--- config.mk ---
export PLATFORM = sky130hd
export DESIGN_NAME = timer_count_gen
export DESIGN_NICKNAME = d
export VERILOG_FILES = /design/src/rtl/timer_count_gen.sv
export SDC_FILE = /design/constraint.sdc
export NUM_CORES = 1
export LEC_CHECK = 0
export CELL_PAD_IN_SITES_DETAIL_PLACEMENT = 0
export CELL_PAD_IN_SITES_GLOBAL_PLACEMENT = 1
export CORE_ASPECT_RATIO = 0.8
export CORE_MARGIN = 1
export CORE_UTILIZATION = 30
export DETAILED_ROUTE_END_ITERATION = 10
export PLACE_DENSITY = 0.65
export SLEW_MARGIN = 0
export SYNTH_ARGS = -nofsm -noshare
export SYNTH_HDL_FRONTEND = slang
export SYNTH_SLANG_ARGS = --single-unit
--- constraint.sdc ---
create_clock -name clk -period 3.1 [get_ports clk]
set_clock_uncertainty 0.2 [all_clocks]
set_input_delay 0.465 -clock clk [delete_from_list [all_inputs] [get_ports clk]]
set_output_delay 0.465 -clock clk [all_outputs]
set_load 0.02 [all_outputs]
--- src/rtl/timer_count_gen.sv ---
// Elapsed-tick timer and debounced key-press counter feeding the left four display digits.
// Both values are carried one-hot (bit i set means value i) and saturate at MAX_VAL.
module timer_count_gen #(
    parameter int unsigned TICK_CYCLES     = 10_000_000,
    parameter int unsigned DEBOUNCE_CYCLES = 1_000_000,
    parameter int unsigned MAX_VAL         = 20
) (
    input  logic               clk,
    input  logic               rst,
    input  logic               button,
    input  logic               key_in,
    output logic [MAX_VAL:0]   timer_out,
    output logic [MAX_VAL:0]   count_out,
    output logic               done
);

    localparam int unsigned TickW = (TICK_CYCLES > 1) ? $clog2(TICK_CYCLES) : 1;
    localparam int unsigned DbW   = (DEBOUNCE_CYCLES > 1) ? $clog2(DEBOUNCE_CYCLES) : 1;

    localparam logic [TickW-1:0] TickLast = TickW'(TICK_CYCLES - 1);
    localparam logic [DbW-1:0]   DbLast   = DbW'(DEBOUNCE_CYCLES - 1);
    localparam logic [MAX_VAL:0] ValZero  = {{MAX_VAL{1'b0}}, 1'b1};

    localparam logic [1:0] StIdle = 2'd0;
    localparam logic [1:0] StRun  = 2'd1;
    localparam logic [1:0] StDone = 2'd2;

    logic btn_s1_q, btn_s2_q, btn_s3_q;
    logic key_s1_q, key_s2_q;

    logic [DbW-1:0] db_cnt_q, db_cnt_d;
    logic           key_stable_q, key_stable_d;
    logic           key_stable_prev_q;

    logic [TickW-1:0] presc_q, presc_d;

    logic [1:0]       state_q, state_d;
    logic [MAX_VAL:0] timer_q, timer_d;
    logic [MAX_VAL:0] count_q, count_d;
    logic             done_q, done_d;

    logic start;
    logic press;
    logic tick;

    // Both inputs are asynchronous to clk; the third button flop gives edge detection.
    always_ff @(posedge clk or negedge rst) begin
        if (!rst) begin
            btn_s1_q <= 1'b0;
            btn_s2_q <= 1'b0;
            btn_s3_q <= 1'b0;
            key_s1_q <= 1'b0;
            key_s2_q <= 1'b0;
        end else begin
            btn_s1_q <= button;
            btn_s2_q <= btn_s1_q;
            btn_s3_q <= btn_s2_q;
            key_s1_q <= key_in;
            key_s2_q <= key_s1_q;
        end
    end

    assign start = btn_s2_q & ~btn_s3_q;

    always_comb begin
        db_cnt_d     = db_cnt_q;
        key_stable_d = key_stable_q;
        if (key_s2_q == key_stable_q) begin
            db_cnt_d = '0;
        end else if (db_cnt_q == DbLast) begin
            key_stable_d = key_s2_q;
            db_cnt_d     = '0;
        end else begin
            db_cnt_d = db_cnt_q + DbW'(1);
        end
    end

    always_ff @(posedge clk or negedge rst) begin
        if (!rst) begin
            db_cnt_q          <= '0;
            key_stable_q      <= 1'b0;
            key_stable_prev_q <= 1'b0;
        end else begin
            db_cnt_q          <= db_cnt_d;
            key_stable_q      <= key_stable_d;
            key_stable_prev_q <= key_stable_q;
        end
    end

    // Only accepted 0->1 transitions count; releases are silent.
    assign press = key_stable_q & ~key_stable_prev_q;

    assign tick = (state_q == StRun) && (presc_q == TickLast);

    always_comb begin
        presc_d = '0;
        if (!start && (state_q == StRun)) begin
            presc_d = tick ? '0 : presc_q + TickW'(1);
        end
    end

    // Start overrides any coincident tick or press.
    always_comb begin
        state_d = state_q;
        timer_d = timer_q;
        count_d = count_q;
        if (start) begin
            state_d = StRun;
            timer_d = ValZero;
            count_d = ValZero;
        end else if (state_q == StRun) begin
            if (tick) begin
                timer_d = {timer_q[MAX_VAL-1:0], 1'b0};
                if (timer_q[MAX_VAL-1]) begin
                    state_d = StDone;
                end
            end
            if (press && !count_q[MAX_VAL]) begin
                count_d = {count_q[MAX_VAL-1:0], 1'b0};
            end
        end
    end

    assign done_d = (state_d == StDone);

    always_ff @(posedge clk or negedge rst) begin
        if (!rst) begin
            presc_q <= '0;
            state_q <= StIdle;
            timer_q <= ValZero;
            count_q <= ValZero;
            done_q  <= 1'b0;
        end else begin
            presc_q <= presc_d;
            state_q <= state_d;
            timer_q <= timer_d;
            count_q <= count_d;
            done_q  <= done_d;
        end
    end

    assign timer_out = timer_q;
    assign count_out = count_q;
    assign done      = done_q;

endmodule

---- Word-level counts from Yosys, hierarchy flattened ----
Index checks and enable logic that the tools add are counted.
cells by class
  $add $sub $neg .......................... 2
  equal/unequal tests ..................... 5
  multiplexer cells ....................... 14
  bitwise logic cells ..................... 5
  reduce and logical (&&, ||, !) cells .... 11
operator list
  kind                                                 count
  two-way mux 21 bit                                   6
  two-way mux 24 bit                                   2
  two-way mux 20 bit                                   2
  adder 24 x 1 -> 24 bit, second input constant        1
  equality test 24 bit, second input constant          1
  adder 20 x 1 -> 20 bit, second input constant        1
  equality test 20 bit, second input constant          1
  two-way mux 2 bit                                    4
  AND reduction 2 bit                                  3
  nonzero test 2 bit                                   3
  logical AND 1 bit                                    3
  NOT 1 bit                                            3
  bitwise AND 1 bit                                    2
  equality test 2 x 1 -> 1 bit, second input constant  1
  equality test 2 bit, second input constant           1
  logical NOT 1 bit                                    2
  equality test 1 bit                                  1
storage, ports and cells
  flip-flop bits (word level) ............. 96
  output and inout bits ................... 43

---- Logic depth before layout (Yosys ltp) ----
  depth in word-level cells ............... 6
  depth in mapped cells ................... 7

---- Least setup slack after synthesis ----
Ideal clock, no wire load.
  path kind ............................... register to register
  start ................................... register presc_q[0]
  end ..................................... register presc_q[20]
  setup time .............................. 0.073 ns
  data arrival time ....................... 1.962 ns
  data required time ...................... 2.827 ns
  setup slack ............................. 0.865 ns
  stages on the path, launching flop included .. 7
  period minus slack after synthesis ...... 2.235 ns
  cell sequence ........................... dfrtp_1 > ha_1 > nand3_2 > or4_1 > buf_2 > or4_4 > a21oi_2
between the ends
  word-level cells in the longest chain between the ends .. 4
RTL lines
  item                                                                            line  source
  start: declaration                                                              35    logic [TickW-1:0] presc_q, presc_d;
  start signal: assignment                                                        134   presc_q <= presc_d;
  parallel branches: the longest is 2 deep, another holds adder 24 x 1 -> 24 bit  -
  two-way mux 24 bit (*)                                                          98    presc_d = tick ? '0 : presc_q + TickW'(1);
  two-way mux 24 bit (*)                                                          97    if (!start && (state_q == StRun)) begin
  net presc_d[20]                                                                 35
Mark *: on every way through the listed nets, which the timed path passes.
A chain may end at the register's enable or synchronous reset.

---- Worst setup path after layout ----
  start ................................... register presc_q[11]
  end ..................................... register timer_q[6] (netlist: timer_out[6])
between the ends
  word-level cells in the longest chain between the ends .. 4
RTL lines
  item                                  line  source
  equality test 24 bit                  93    assign tick = (state_q == StRun) && (presc_q == TickLast);
  logical AND 1 bit                     93
  nonzero test 2 bit (no source line)   -
  AND reduction 2 bit (no source line)  -
  end signal: assignment                130   timer_q <= ValZero;
  end signal: assignment                136   timer_q <= timer_d;
  end: declaration                      38    logic [MAX_VAL:0] timer_q, timer_d;
Every way passes these cells.

==> impl_metrics.py <==
metrics = {
    "status": {
        "status": "finished, final reports clean",
    },
    "timing": {
        "hold_viol_final": 0,
        "slew_headroom": 0.434,
        "fin_tns_setup_ns": 0,
        "tightestPinTransition_ns": 0.849,
        "rsz0062_at_grt": "false",
        "fin_crit_sh": 0.792,
        "fin_crit_ns": 2.46,
        "setup_viol_count_final": 0,
        "slew_viol_final": 0,
        "fmax_mhz": 407,
        "worst_slack_ns": 0.643,
    },
    "yosys": {
        "async_flop_share": 1.00,
        "synth_xor_area_frac": 0.0555,
        "netlist-cell-type-count": 42,
        "synth_compound_area_frac": 0.0761,
        "synth_top_area_cell": "dfrtp_1",
        "synth-edff-count": 0,
        "synth.area.top_cells": "dfrtp_1 (55%), nand2_1 (6.2%), mux2i_1 (4.5%)",
        "avgSynthCellArea_sq_um": 10.3,
        "synth_top_area_frac": 0.552,
        "syn_area_sq_mm": 0.00426,
        "ys_seq_area_frac": 0.565,
        "synth_adder_area_share": 0.00588,
        "ys_warn_count": 0,
        "synth_flop_cell": "dfrtp_1",
        "syn_inst": 415,
        "muxShareOfSynthArea": 0.0473,
        "synthSimpleGateAreaFrac": 0.217,
        "ys_ff_latch": 96,
        "synth_top_family_by_area": "simple AND/OR/NAND/NOR gates",
        "synth_fp_nets": 421,
    },
    "setup_path": {
        "critPathArrivalTime_ns": 2.52,
        "cp-end-kind": "flip-flop",
        "cp-start-kind": "flip-flop",
        "path_class": "reg2reg",
        "worst-path-max-fanout": 21,
        "required_ns": 3.16,
    },
    "routing": {
        "via_per_inst": 4.83,
        "highest_layer": "met4",
        "routed-wl-met2_um": 3600,
        "drc_errors": 0,
        "routed_wl_um": 8530,
        "drt-wirelength-per-cell_um": 13.2,
        "dr_total_vias": 3123,
        "ant_nets": 0,
        "drt_iter0_drc": 174,
        "wl_met3_um": 393,
        "dr.pass1.iters": 4,
        "met1Wirelength_um": 4460,
    },
    "job": {
        "maxCapViolations": 0,
    },
    "global_routing": {
        "grt_overflow": 0,
        "grt_pass1_vias": 2941,
        "grt_usage": 0.125,
        "antenna_found_initial": 0,
        "grt_pass1_wl_um": 14500,
        "grt_start_max_net_pins": 51,
    },
    "cells_and_area": {
        "drive_gt1_frac": 0.0730,
        "layout_common_cells": "dfrtp_1 (94), nand2_1 (70), clkdlybuf4s50_1 (45)",
        "final_common_cell": "dfrtp_1",
        "area_growth_pct": 22.0,
        "finalNetCount": 467,
        "diodes": 0,
    },
    "floorplan": {
        "die_area_sq_mm": 0.0147,
        "start_util": 0.311,
        "core_sq_mm": 0.0137,
        "die_height_um": 109,
        "rows": 38,
        "io_pins": 47,
        "die_w_um": 135,
    },
    "power": {
        "p_sw_frac": 0.243,
        "seq_power_share": 0.529,
        "irDropWorstVdd_mv": 0.286,
        "comb_power_share": 0.041,
        "p_leak_nw": 2.04,
        "p_switching_mw": 0.600,
        "clock_power_share": 0.430,
        "p_per_area_mw_per_mm2": 476,
        "p_int_mw": 1.87,
    },
    "clock_network": {
        "cts_tree": "yes",
        "cts_buffer_depth": 2,
        "cts-root-buf": "clkbuf_16",
        "post_cts_resized": 0,
        "clk_pin_slew_ns": 0.07,
        "clk_latency_ns": 0.34,
        "tritoncts.num_buffers": 9,
        "clock_sinks": 96,
        "htree_num_levels": 3,
    },
    "place": {
        "gp_congestion": 0.772,
        "hpwl_um": 5610,
        "post-place-ws_ns": 0.650,
        "port_buffers": 46,
    },
    "worst_hold_path": {
        "hold_class": "reg2reg",
    },
}
[synth_stat cells (8+ instances only)]
cell,n
a21oi_1,33
clkbuf_1,10
dfrtp_1,94
inv_1,13
mux2i_1,19
nand2_1,70
nand3_1,15
nand4_1,8
nor2_1,37
nor3_1,8
o21ai_0,8
or3_1,11
xnor2_1,21
[metal layers]
| layer | vias to the layer above | global-route usage |
|---|---|---|
| met2 | 68 | 0.187 |
| met5 | - | 0 |
| met1 | 1520 | 0.178 |
| met3 | 6 | 0.0314 |
| li1 | 1529 | - |
| met4 | 0 | 0.0385 |
[power groups by stage]
stage | combinational (mW) | clock, mW | sequential [mW]
after detailed placement | 0.104 | 0 | 1.33
after global placement | 0.103 | 0 | 1.33
after global routing | 0.118 | 1.15 | 1.31
after floorplan | 0.0597 | 0 | 1.33
final | 0.102 | 1.06 | 1.31
after CTS | 0.106 | 1.10 | 1.31
[state kept, by name, summed over array words and instances (netlist names)]
register	flops
btn_s2_q	1
btn_s3_q	1
state_q	2
timer_out	21
btn_s1_q	1
key_s2_q	1
presc_q	24
count_out	21
db_cnt_q	20
done	1
key_stable_prev_q	1
key_s1_q	1
key_stable_q	1
[logic make-up after synthesis]
kind of cell    after synthesis
buf+inv                      30
fa+ha+maj                     2
xor+xnor                     27
simple gates                185
flops                        96
compound gates               55
mux                          20
[final timing paths]
| kind | cells after the start | to | startpoint | slack, ns |
|---|---|---|---|---|
| max | 5 | timer_out[6] | presc_q[11] | 0.64 |
| min | 0 | btn_s2_q | btn_s1_q | 0.16 |
| max reg2reg | 5 | timer_out[6] | presc_q[11] | 0.64 |
| min reg2reg | 0 | btn_s2_q | btn_s1_q | 0.16 |
| max in group asynchronous | 3 | timer_out[0] | rst | 1.47 |
| min in group asynchronous | 2 | db_cnt_q[8] | rst | 0.48 |
[critical path, stage by stage (launching register included)]
cell and delay [ns]:
dfrtp_1 0.42, or4_1 0.55, nor4_2 0.46, and2_1 0.21, buf_4 0.32, mux2i_1 0.23
[metrics by stage]
| step | std cells | power (mW) | util | cell area, sq um | hold slack [ns] |
|---|---|---|---|---|---|
| after CTS | 646 | 2.52 | 0.379 | 5200 | 0.166 |
| after floorplan | 415 | 1.39 | - | 4260 | -0.0306 |
| final | 646 | 2.47 | 0.379 | 5200 | 0.160 |
| after detailed placement | 629 | 1.44 | 0.358 | 4900 | 0.154 |
| after global routing | 646 | 2.58 | 0.379 | 5200 | 0.183 |
| after global placement | 629 | 1.43 | 0.358 | 4900 | 0.135 |
[cell type report]
type	count	area (sq um)
flip-flops and latches	96	2400
inverters	13	48.8
repair buffers	52	518
multi-input cells	289	1710
clock inverters	7	63.8
fillers	1348	8500
clock buffers	9	225
well taps	180	225
[what timing repair did]
action / 4_1_cts / 5_1_grt
setup buffers: 0 / 0
hold buffers: 1 / 0
hold endpoints to repair: 46 / 0
Power figures use the tool's default switching activity.
